===== config.mk =====
export PLATFORM = sky130hd
export DESIGN_NAME = ft_host_out_arbiter_flat
export DESIGN_NICKNAME = d
export VERILOG_FILES = /design/src/rtl/ft_host_pkg.sv /design/src/rtl/ft_host_out_arbiter_if.sv /design/src/rtl/ft_host_out_arbiter_rr_pick.sv /design/src/rtl/ft_host_out_arbiter.sv /design/src/flat_wrapper.sv
export SDC_FILE = /design/constraint.sdc
export NUM_CORES = 1
export LEC_CHECK = 0
export CELL_PAD_IN_SITES_DETAIL_PLACEMENT = 2
export CELL_PAD_IN_SITES_GLOBAL_PLACEMENT = 2
export CORE_MARGIN = 4
export CORE_UTILIZATION = 16
export CTS_CLUSTER_SIZE = 12
export DETAILED_ROUTE_END_ITERATION = 7
export HOLD_SLACK_MARGIN = 0.03
export PLACE_DENSITY = 0.9
export SYNTH_ARGS = -nofsm -noshare
export SYNTH_HDL_FRONTEND = slang
export SYNTH_HIERARCHICAL = 1
export SYNTH_SLANG_ARGS = --single-unit

===== constraint.sdc =====
create_clock -name clk -period 2.05 [get_ports clk]
set_input_delay 0.205 -clock clk [delete_from_list [all_inputs] [get_ports clk]]
set_output_delay 0.205 -clock clk [all_outputs]
set_load 0.02 [all_outputs]

===== src/rtl/ft_host_pkg.sv =====
// Shared types and constants for the FT245 host outgoing-path arbiter.
// No logic of its own; imported by the interface and the arbiter modules.
// Status codes decide how many beats a transfer occupies.
package ft_host_pkg;

  localparam int CNT_W = 28;

  localparam logic [7:0] STATUS_WRITE = 8'hFD;
  localparam logic [7:0] STATUS_PING  = 8'hFF;

  typedef enum logic [1:0] {
    ST_IDLE    = 2'd0,
    ST_GRANT   = 2'd1,
    ST_BURST   = 2'd2,
    ST_RELEASE = 2'd3
  } arb_state_e;

  // A write ack carries data_count+1 beats; everything else is a single beat.
  function automatic logic is_write(input logic [31:0] status);
    return status[7:0] == STATUS_WRITE;
  endfunction

endpackage


===== src/rtl/ft_host_out_arbiter_if.sv =====
// Bundle of requester-side and output-handler-side signals of the arbiter.
// Purely wiring, no latency.
// Backpressure is carried by oh_ready / req_ready.
interface ft_host_out_arbiter_if
  import ft_host_pkg::*;
#(
  parameter int NUM_REQ = 2
);

  logic [NUM_REQ-1:0]       req_pending;
  logic [NUM_REQ-1:0]       req_ready;
  logic [NUM_REQ-1:0]       req_en;
  logic [32*NUM_REQ-1:0]    req_status;
  logic [32*NUM_REQ-1:0]    req_address;
  logic [CNT_W*NUM_REQ-1:0] req_data_count;
  logic [32*NUM_REQ-1:0]    req_data;

  logic                     oh_ready;
  logic                     oh_en;
  logic [31:0]              out_status;
  logic [31:0]              out_address;
  logic [CNT_W-1:0]         out_data_count;
  logic [31:0]              out_data;

  logic [NUM_REQ-1:0]       grant;
  logic                     timeout_err;

  // Arbiter side.
  modport slave (
    input  req_pending, req_en, req_status, req_address, req_data_count, req_data, oh_ready,
    output req_ready, oh_en, out_status, out_address, out_data_count, out_data, grant, timeout_err
  );

  // Requesters / output handler side.
  modport master (
    output req_pending, req_en, req_status, req_address, req_data_count, req_data, oh_ready,
    input  req_ready, oh_en, out_status, out_address, out_data_count, out_data, grant, timeout_err
  );

endinterface


===== src/rtl/ft_host_out_arbiter_rr_pick.sv =====
// Round-robin first-set finder: first request at or after last+1 (mod NUM_REQ).
// Purely combinational.
// No backpressure; result is sampled by the arbiter in IDLE.
module rr_pick #(
  parameter int NUM_REQ = 2,
  parameter int IDX_W   = 1
) (
  input  logic [NUM_REQ-1:0] req,
  input  logic [IDX_W-1:0]   last,
  output logic [NUM_REQ-1:0] gnt
);

  logic [IDX_W-1:0] idx;
  logic             found;

  // Walk the requesters starting just after the previous owner.
  always_comb begin
    gnt   = '0;
    found = 1'b0;
    idx   = '0;
    for (int k = 1; k <= NUM_REQ; k++) begin
      idx = IDX_W'((int'(last) + k) % NUM_REQ);
      if (!found && req[idx]) begin
        gnt[idx] = 1'b1;
        found    = 1'b1;
      end
    end
  end

endmodule


===== src/rtl/ft_host_out_arbiter.sv =====
// Shares the host output path among NUM_REQ requesters, round-robin per transfer.
// Grant one cycle after req_pending; beats/data pass through with zero latency.
// req_ready mirrors oh_ready for the owner only; no buffering, watchdog frees stalled owners.
module ft_host_out_arbiter
  import ft_host_pkg::*;
#(
  parameter int NUM_REQ = 2,
  parameter int TIMEOUT = 1024
) (
  input logic                  clk,
  input logic                  rst,
  ft_host_out_arbiter_if.slave bus
);

  localparam int IDX_W = $clog2(NUM_REQ);

  arb_state_e         state_q, state_d;
  logic [NUM_REQ-1:0] grant_q, grant_d;
  logic [IDX_W-1:0]   last_q, last_d;
  logic [CNT_W-1:0]   remaining_q, remaining_d;
  logic [31:0]        wd_q, wd_d;
  logic               timeout_err_q, timeout_err_d;

  logic [NUM_REQ-1:0] pick_grant;
  logic [IDX_W-1:0]   owner_idx;
  logic [31:0]        mux_status, mux_address, mux_data;
  logic [CNT_W-1:0]   mux_count;
  logic               beat_ok;
  logic               wd_fire;
  logic               release_now;
  logic [CNT_W-1:0]   first_rem;

  rr_pick #(
    .NUM_REQ (NUM_REQ),
    .IDX_W   (IDX_W)
  ) u_pick (
    .req  (bus.req_pending),
    .last (last_q),
    .gnt  (pick_grant)
  );

  // Select the owner's fields from the registered one-hot grant; zero when unowned.
  always_comb begin
    owner_idx   = '0;
    mux_status  = '0;
    mux_address = '0;
    mux_data    = '0;
    mux_count   = '0;
    for (int i = 0; i < NUM_REQ; i++) begin
      if (grant_q[i]) begin
        owner_idx   = IDX_W'(i);
        mux_status  = bus.req_status[32*i +: 32];
        mux_address = bus.req_address[32*i +: 32];
        mux_data    = bus.req_data[32*i +: 32];
        mux_count   = bus.req_data_count[CNT_W*i +: CNT_W];
      end
    end
  end

  // A beat only counts when the owner strobes while the handler is ready.
  assign beat_ok = (|(bus.req_en & grant_q)) & bus.oh_ready;
  assign wd_fire = (TIMEOUT != 0) && (wd_q == 32'(TIMEOUT - 1));
  // All-ones count would wrap data_count+1 to zero; it is treated as a single beat.
  assign first_rem = (is_write(mux_status) && (mux_count != '1)) ? mux_count : '0;

  // Next-state logic: arbitration, beat counting and watchdog.
  always_comb begin
    state_d       = state_q;
    grant_d       = grant_q;
    last_d        = last_q;
    remaining_d   = remaining_q;
    wd_d          = wd_q;
    timeout_err_d = 1'b0;
    release_now   = 1'b0;

    case (state_q)
      ST_IDLE: begin
        if (|bus.req_pending) begin
          grant_d = pick_grant;
          wd_d    = '0;
          state_d = ST_GRANT;
        end
      end
      ST_GRANT, ST_BURST: begin
        if (beat_ok) begin
          wd_d = '0;
          if (state_q == ST_GRANT) begin
            remaining_d = first_rem;
            if (first_rem != '0) state_d = ST_BURST;
            else                 release_now = 1'b1;
          end else begin
            remaining_d = remaining_q - 1'b1;
            if (remaining_q == CNT_W'(1)) release_now = 1'b1;
          end
        end else if (wd_fire) begin
          timeout_err_d = 1'b1;
          release_now   = 1'b1;
        end else if (TIMEOUT != 0) begin
          wd_d = wd_q + 32'd1;
        end
      end
      ST_RELEASE: begin
        state_d = ST_IDLE;
      end
      default: state_d = ST_IDLE;
    endcase

    // Dropping grant on the way into RELEASE keeps stray strobes off oh_en.
    if (release_now) begin
      state_d = ST_RELEASE;
      grant_d = '0;
      last_d  = owner_idx;
    end
  end

  // State registers with synchronous reset; last starts at NUM_REQ-1 so requester 0 wins first.
  always_ff @(posedge clk) begin
    if (rst) begin
      state_q       <= ST_IDLE;
      grant_q       <= '0;
      last_q        <= IDX_W'(NUM_REQ - 1);
      remaining_q   <= '0;
      wd_q          <= '0;
      timeout_err_q <= 1'b0;
    end else begin
      state_q       <= state_d;
      grant_q       <= grant_d;
      last_q        <= last_d;
      remaining_q   <= remaining_d;
      wd_q          <= wd_d;
      timeout_err_q <= timeout_err_d;
    end
  end

  assign bus.req_ready      = {NUM_REQ{bus.oh_ready}} & grant_q;
  assign bus.oh_en          = |(bus.req_en & grant_q);
  assign bus.out_status     = mux_status;
  assign bus.out_address    = mux_address;
  assign bus.out_data       = mux_data;
  assign bus.out_data_count = mux_count;
  assign bus.grant          = grant_q;
  assign bus.timeout_err    = timeout_err_q;

endmodule


===== src/flat_wrapper.sv =====
// flat-port wrapper written by rule: the top's interface ports become plain ports
module ft_host_out_arbiter_flat import ft_host_pkg::*;
#(
  parameter int NUM_REQ = 2,
  parameter int TIMEOUT = 1024
)
  (clk, rst, bus_req_pending, bus_req_en, bus_req_status, bus_req_address, bus_req_data_count, bus_req_data, bus_oh_ready, bus_req_ready, bus_oh_en, bus_out_status, bus_out_address, bus_out_data_count, bus_out_data, bus_grant, bus_timeout_err);
  ft_host_out_arbiter_if #(.NUM_REQ(NUM_REQ)) bus_i ();
  input logic clk;
  input logic rst;
  input wire logic [$bits(bus_i.req_pending)-1:0] bus_req_pending;
  input wire logic [$bits(bus_i.req_en)-1:0] bus_req_en;
  input wire logic [$bits(bus_i.req_status)-1:0] bus_req_status;
  input wire logic [$bits(bus_i.req_address)-1:0] bus_req_address;
  input wire logic [$bits(bus_i.req_data_count)-1:0] bus_req_data_count;
  input wire logic [$bits(bus_i.req_data)-1:0] bus_req_data;
  input wire logic [$bits(bus_i.oh_ready)-1:0] bus_oh_ready;
  output wire logic [$bits(bus_i.req_ready)-1:0] bus_req_ready;
  output wire logic [$bits(bus_i.oh_en)-1:0] bus_oh_en;
  output wire logic [$bits(bus_i.out_status)-1:0] bus_out_status;
  output wire logic [$bits(bus_i.out_address)-1:0] bus_out_address;
  output wire logic [$bits(bus_i.out_data_count)-1:0] bus_out_data_count;
  output wire logic [$bits(bus_i.out_data)-1:0] bus_out_data;
  output wire logic [$bits(bus_i.grant)-1:0] bus_grant;
  output wire logic [$bits(bus_i.timeout_err)-1:0] bus_timeout_err;
  assign bus_i.req_pending = bus_req_pending;
  assign bus_i.req_en = bus_req_en;
  assign bus_i.req_status = bus_req_status;
  assign bus_i.req_address = bus_req_address;
  assign bus_i.req_data_count = bus_req_data_count;
  assign bus_i.req_data = bus_req_data;
  assign bus_i.oh_ready = bus_oh_ready;
  assign bus_req_ready = bus_i.req_ready;
  assign bus_oh_en = bus_i.oh_en;
  assign bus_out_status = bus_i.out_status;
  assign bus_out_address = bus_i.out_address;
  assign bus_out_data_count = bus_i.out_data_count;
  assign bus_out_data = bus_i.out_data;
  assign bus_grant = bus_i.grant;
  assign bus_timeout_err = bus_i.timeout_err;
  ft_host_out_arbiter #(.NUM_REQ(NUM_REQ), .TIMEOUT(TIMEOUT)) u_core (.clk(clk), .rst(rst), .bus(bus_i));
endmodule

==> results_dict.tcl <==
set metrics [dict create \
    synthFlopType "dfxtp_1" \
    holdPathEnd "u_core/remaining_q[5]" \
    async_flop_share 0 \
    critPathArrivalTime_ns 2.87 \
    root_buffer "clkbuf_16" \
    switching_power_w 0.00245 \
    design_power_total_w 0.00639 \
    start_kind "flip-flop" \
    die_y_um 191 \
    ys_seq_area_frac 0.246 \
    power_density_nw_per_um2 517 \
    routed_wl_um 48600 \
    post-route-drc-count 0 \
    worstSkewPairLatency_ns 0.35 \
    htree_num_levels 3 \
    tns_ns -27.45 \
    portBuffers 384 \
    antenna_found_initial 10 \
    cpPeakStageDelay_ns 0.47 \
    r2r_end "u_core/remaining_q[23]" \
    drive_above_1_share 0.358 \
    fin_crit_ns 2.68 \
    seq_area_um2 1330 \
    maxSlewHeadroom 0.639 \
    first_global_vias 9595 \
    clock_path_buffers 2 \
    vias 8909 \
    std_cell_rows 66 \
    wl_per_cell_um 28.3 \
    path_buf_inv 0 \
    rr_worst_depth 7 \
    cts_tree "done" \
    slew_viol_final 0 \
    synthToLayoutAreaGrowth_pct 130 \
    fin_nets 1526 \
    vias_per_cell 5.20 \
    path_clk_slew_ns 0.06 \
    overflow 0 \
    dpl_worst_slack_ns -0.638 \
    grt_pass1_wl_um 61300 \
    fmax_mhz 373 \
    vdd_drop_max_mv 0.306 \
    syn_area_um2 5370 \
    worst_slack_ns -0.632 \
    yosys.area.top_type_share 0.246 \
    cts_hold_repair.buffers 0 \
    place_congestion 0.950 \
    r2r_slack_ns -0.63 \
    critical_path_class "flip-flop to flip-flop" \
    synth_cell_type_count 65 \
    min_from "u_core/remaining_q[5]" \
    final-setup-viol-count 150 \
    timing.final.crit_share 1.31 \
    intPower_w 0.00395 \
    slowest_stage "a211oi_1" \
    layout_commonest_cell "clkdlybuf4s50_1" \
    failed_checks "setup timing" \
    gr-usage-all-layers 0.221 \
    synthesis.nets 973 \
    clock-sinks 66 \
    synth_edf_count 0 \
    final.fill_count 3586 \
    required_ns 2.24 \
    finalHoldViolations 0 \
    synth.largest_area_cell "dfxtp_1" \
    die_area_um2 36500 \
    ant_nets 0 \
    core_um2 32800 \
    synth-seq-cells 66 \
    multi_input_area_um2 4320 \
    cellLeakagePower_nw 5.00 \
    status "finished with violations" \
    rsz0062_at_grt "yes" \
    worst-path-max-fanout 6 \
    max_cap_viol_count 0 \
    rr_startpoint "u_core/remaining_q[9]" \
    p_sw_frac 0.383 \
    dr.pass1.iters 6 \
    min_path_cells 2 \
    finClkSkew_ns 0.0102 \
    synth_area_leaders "dfxtp_1, a22o_1, o21ai_0, nor2_1, a21oi_1" \
    p_seq_frac 0.211 \
    clkPwrFrac 0.234 \
    cp_top_family "simple AND/OR/NAND/NOR gates" \
    critPathMostFrequentCell "nor4_2" \
    dp_hpwl_um 35200 \
    drt_iter0_drc 496 \
    start_util 0.164 \
    syn_inst 712 \
    die_x_um 191 \
    worstSetupEndpointType "flip-flop" \
    grt_max_degree 58 \
    pin_count 385 \
    max_slew.worst_pin.slew_ns 0.536 \
    p_comb_frac 0.555 \
    yosysWarnings 6 \
    syn_area_per_cell_um2 7.54 \
    final_cell_mix "clkdlybuf4s50_1, buf_4, a22o_1" \
    cp_cell_sequence "nor4_2, nand4_1, or2_1, nor4_2, xor2_1, a22oi_1, a211oi_1" \
    cts_inserted_buffers 9 \
    hold_path.class "flip-flop to flip-flop" \
]
-- flip-flops by register name, indices dropped and copies added (netlist names) --
register                cells
u_core/wd_q                32
u_core/remaining_q         28
u_core/bus.grant            2
u_core/state_q              2
u_core/bus.timeout_err      1
u_core/last_q               1
-- metrics by stage --
step	hold slack, ns	area, µm²	instances	util
CTS	0.498	11400	1687	0.347
global route	0.519	12400	1713	0.377
detailed placement	0.488	11000	1657	0.337
finish	0.491	12400	1714	0.377
floorplan	0.349	5460	712	-
global placement	0.472	11000	1657	0.337
-- logic make-up (layout without fill, tap and decap cells) --
group / Yosys count / in the layout / synth area share
xor+xnor: 17 / 17 / 0.0278
buf+inv: 78 / 635 / 0.0592
fa+ha+maj: 6 / 6 / 0.0140
flops: 66 / 66 / 0.246
mux: 4 / 4 / 0.00746
simple gates: 257 / 257 / 0.255
other cells: 0 / 3 / 0
compound gates: 284 / 284 / 0.390
-- synth_stat cells (all sizes together), types with 3 or more instances --
master     n
nor2b      3
o31ai      4
and4       6
o21ai     56
mux2i      4
nand2     49
and3       4
or3       18
nand2b     8
o211ai     3
clkbuf    34
buf       21
o22ai      5
a22oi     16
a31oi      4
or4        3
nand3     18
ha         6
nor3      23
dfxtp     66
and2       9
a21oi     39
nor2      58
xnor2     11
a2bb2oi    3
nand4     18
nor4      21
a32oi      3
xor2       6
nand4b     9
a211oi    11
a221oi     4
a22o     120
inv       23
-- how the worst max path moves through the flow --
stage	cells after the start	from	endpoint	slack, ns
2_1_floorplan	9	u_core/bus.grant[1]	u_core/state_q[0]	-0.05
6_report	7	u_core/remaining_q[9]	u_core/remaining_q[23]	-0.63
3_5_place_dp	8	bus_req_data_count[23]	u_core/state_q[0]	-0.64
4_1_cts	9	u_core/bus.grant[1]	u_core/remaining_q[14]	-0.24
5_1_grt	8	u_core/remaining_q[2]	u_core/remaining_q[23]	-0.67
3_3_place_gp	9	bus_req_data_count[9]	u_core/state_q[0]	-0.48
-- final cells by class --
class                      instances  area share
antenna                            3    0.000607
clock buffer                      13      0.0211
sequential                        66       0.108
timing repair buffer             597       0.468
clock inverter                     2     0.00101
inverter                          23     0.00719
tap                              442      0.0447
multi-input combinational        568       0.349
-- routing by layer --
layer	GRT usage	vias to the layer above	routed length [µm]
li1	-	3870	-
met1	0.244	4468	17300
met2	0.406	420	25200
met3	0.0659	141	3700
met4	0.0671	10	2260
met5	0	-	66
-- power by group through the flow --
stage	clock, W	combinational (W)	sequential, W
finish	0.00150	0.00355	0.00135
global route	0.00159	0.00368	0.00135
CTS	0.00151	0.00308	0.00134
detailed placement	0	0.00306	0.00137
global placement	0	0.00293	0.00136
floorplan	0	0.00125	0.00136
-- timing repair --
action | CTS | global route
setup buffers | 12 | 22
cloned | 3 | 6
endpoints found under the setup margin | 187 | 151
gates resized for setup | 419 | 318
pin swaps | 27 | 49
-- tightest hold or removal path, delay by kind of cell, from the launching register on --
kind	cells	cell delay, ns
compound gates	2	0.13
flops	1	0.31
No activity file was read; power rests on OpenSTA's default activity.
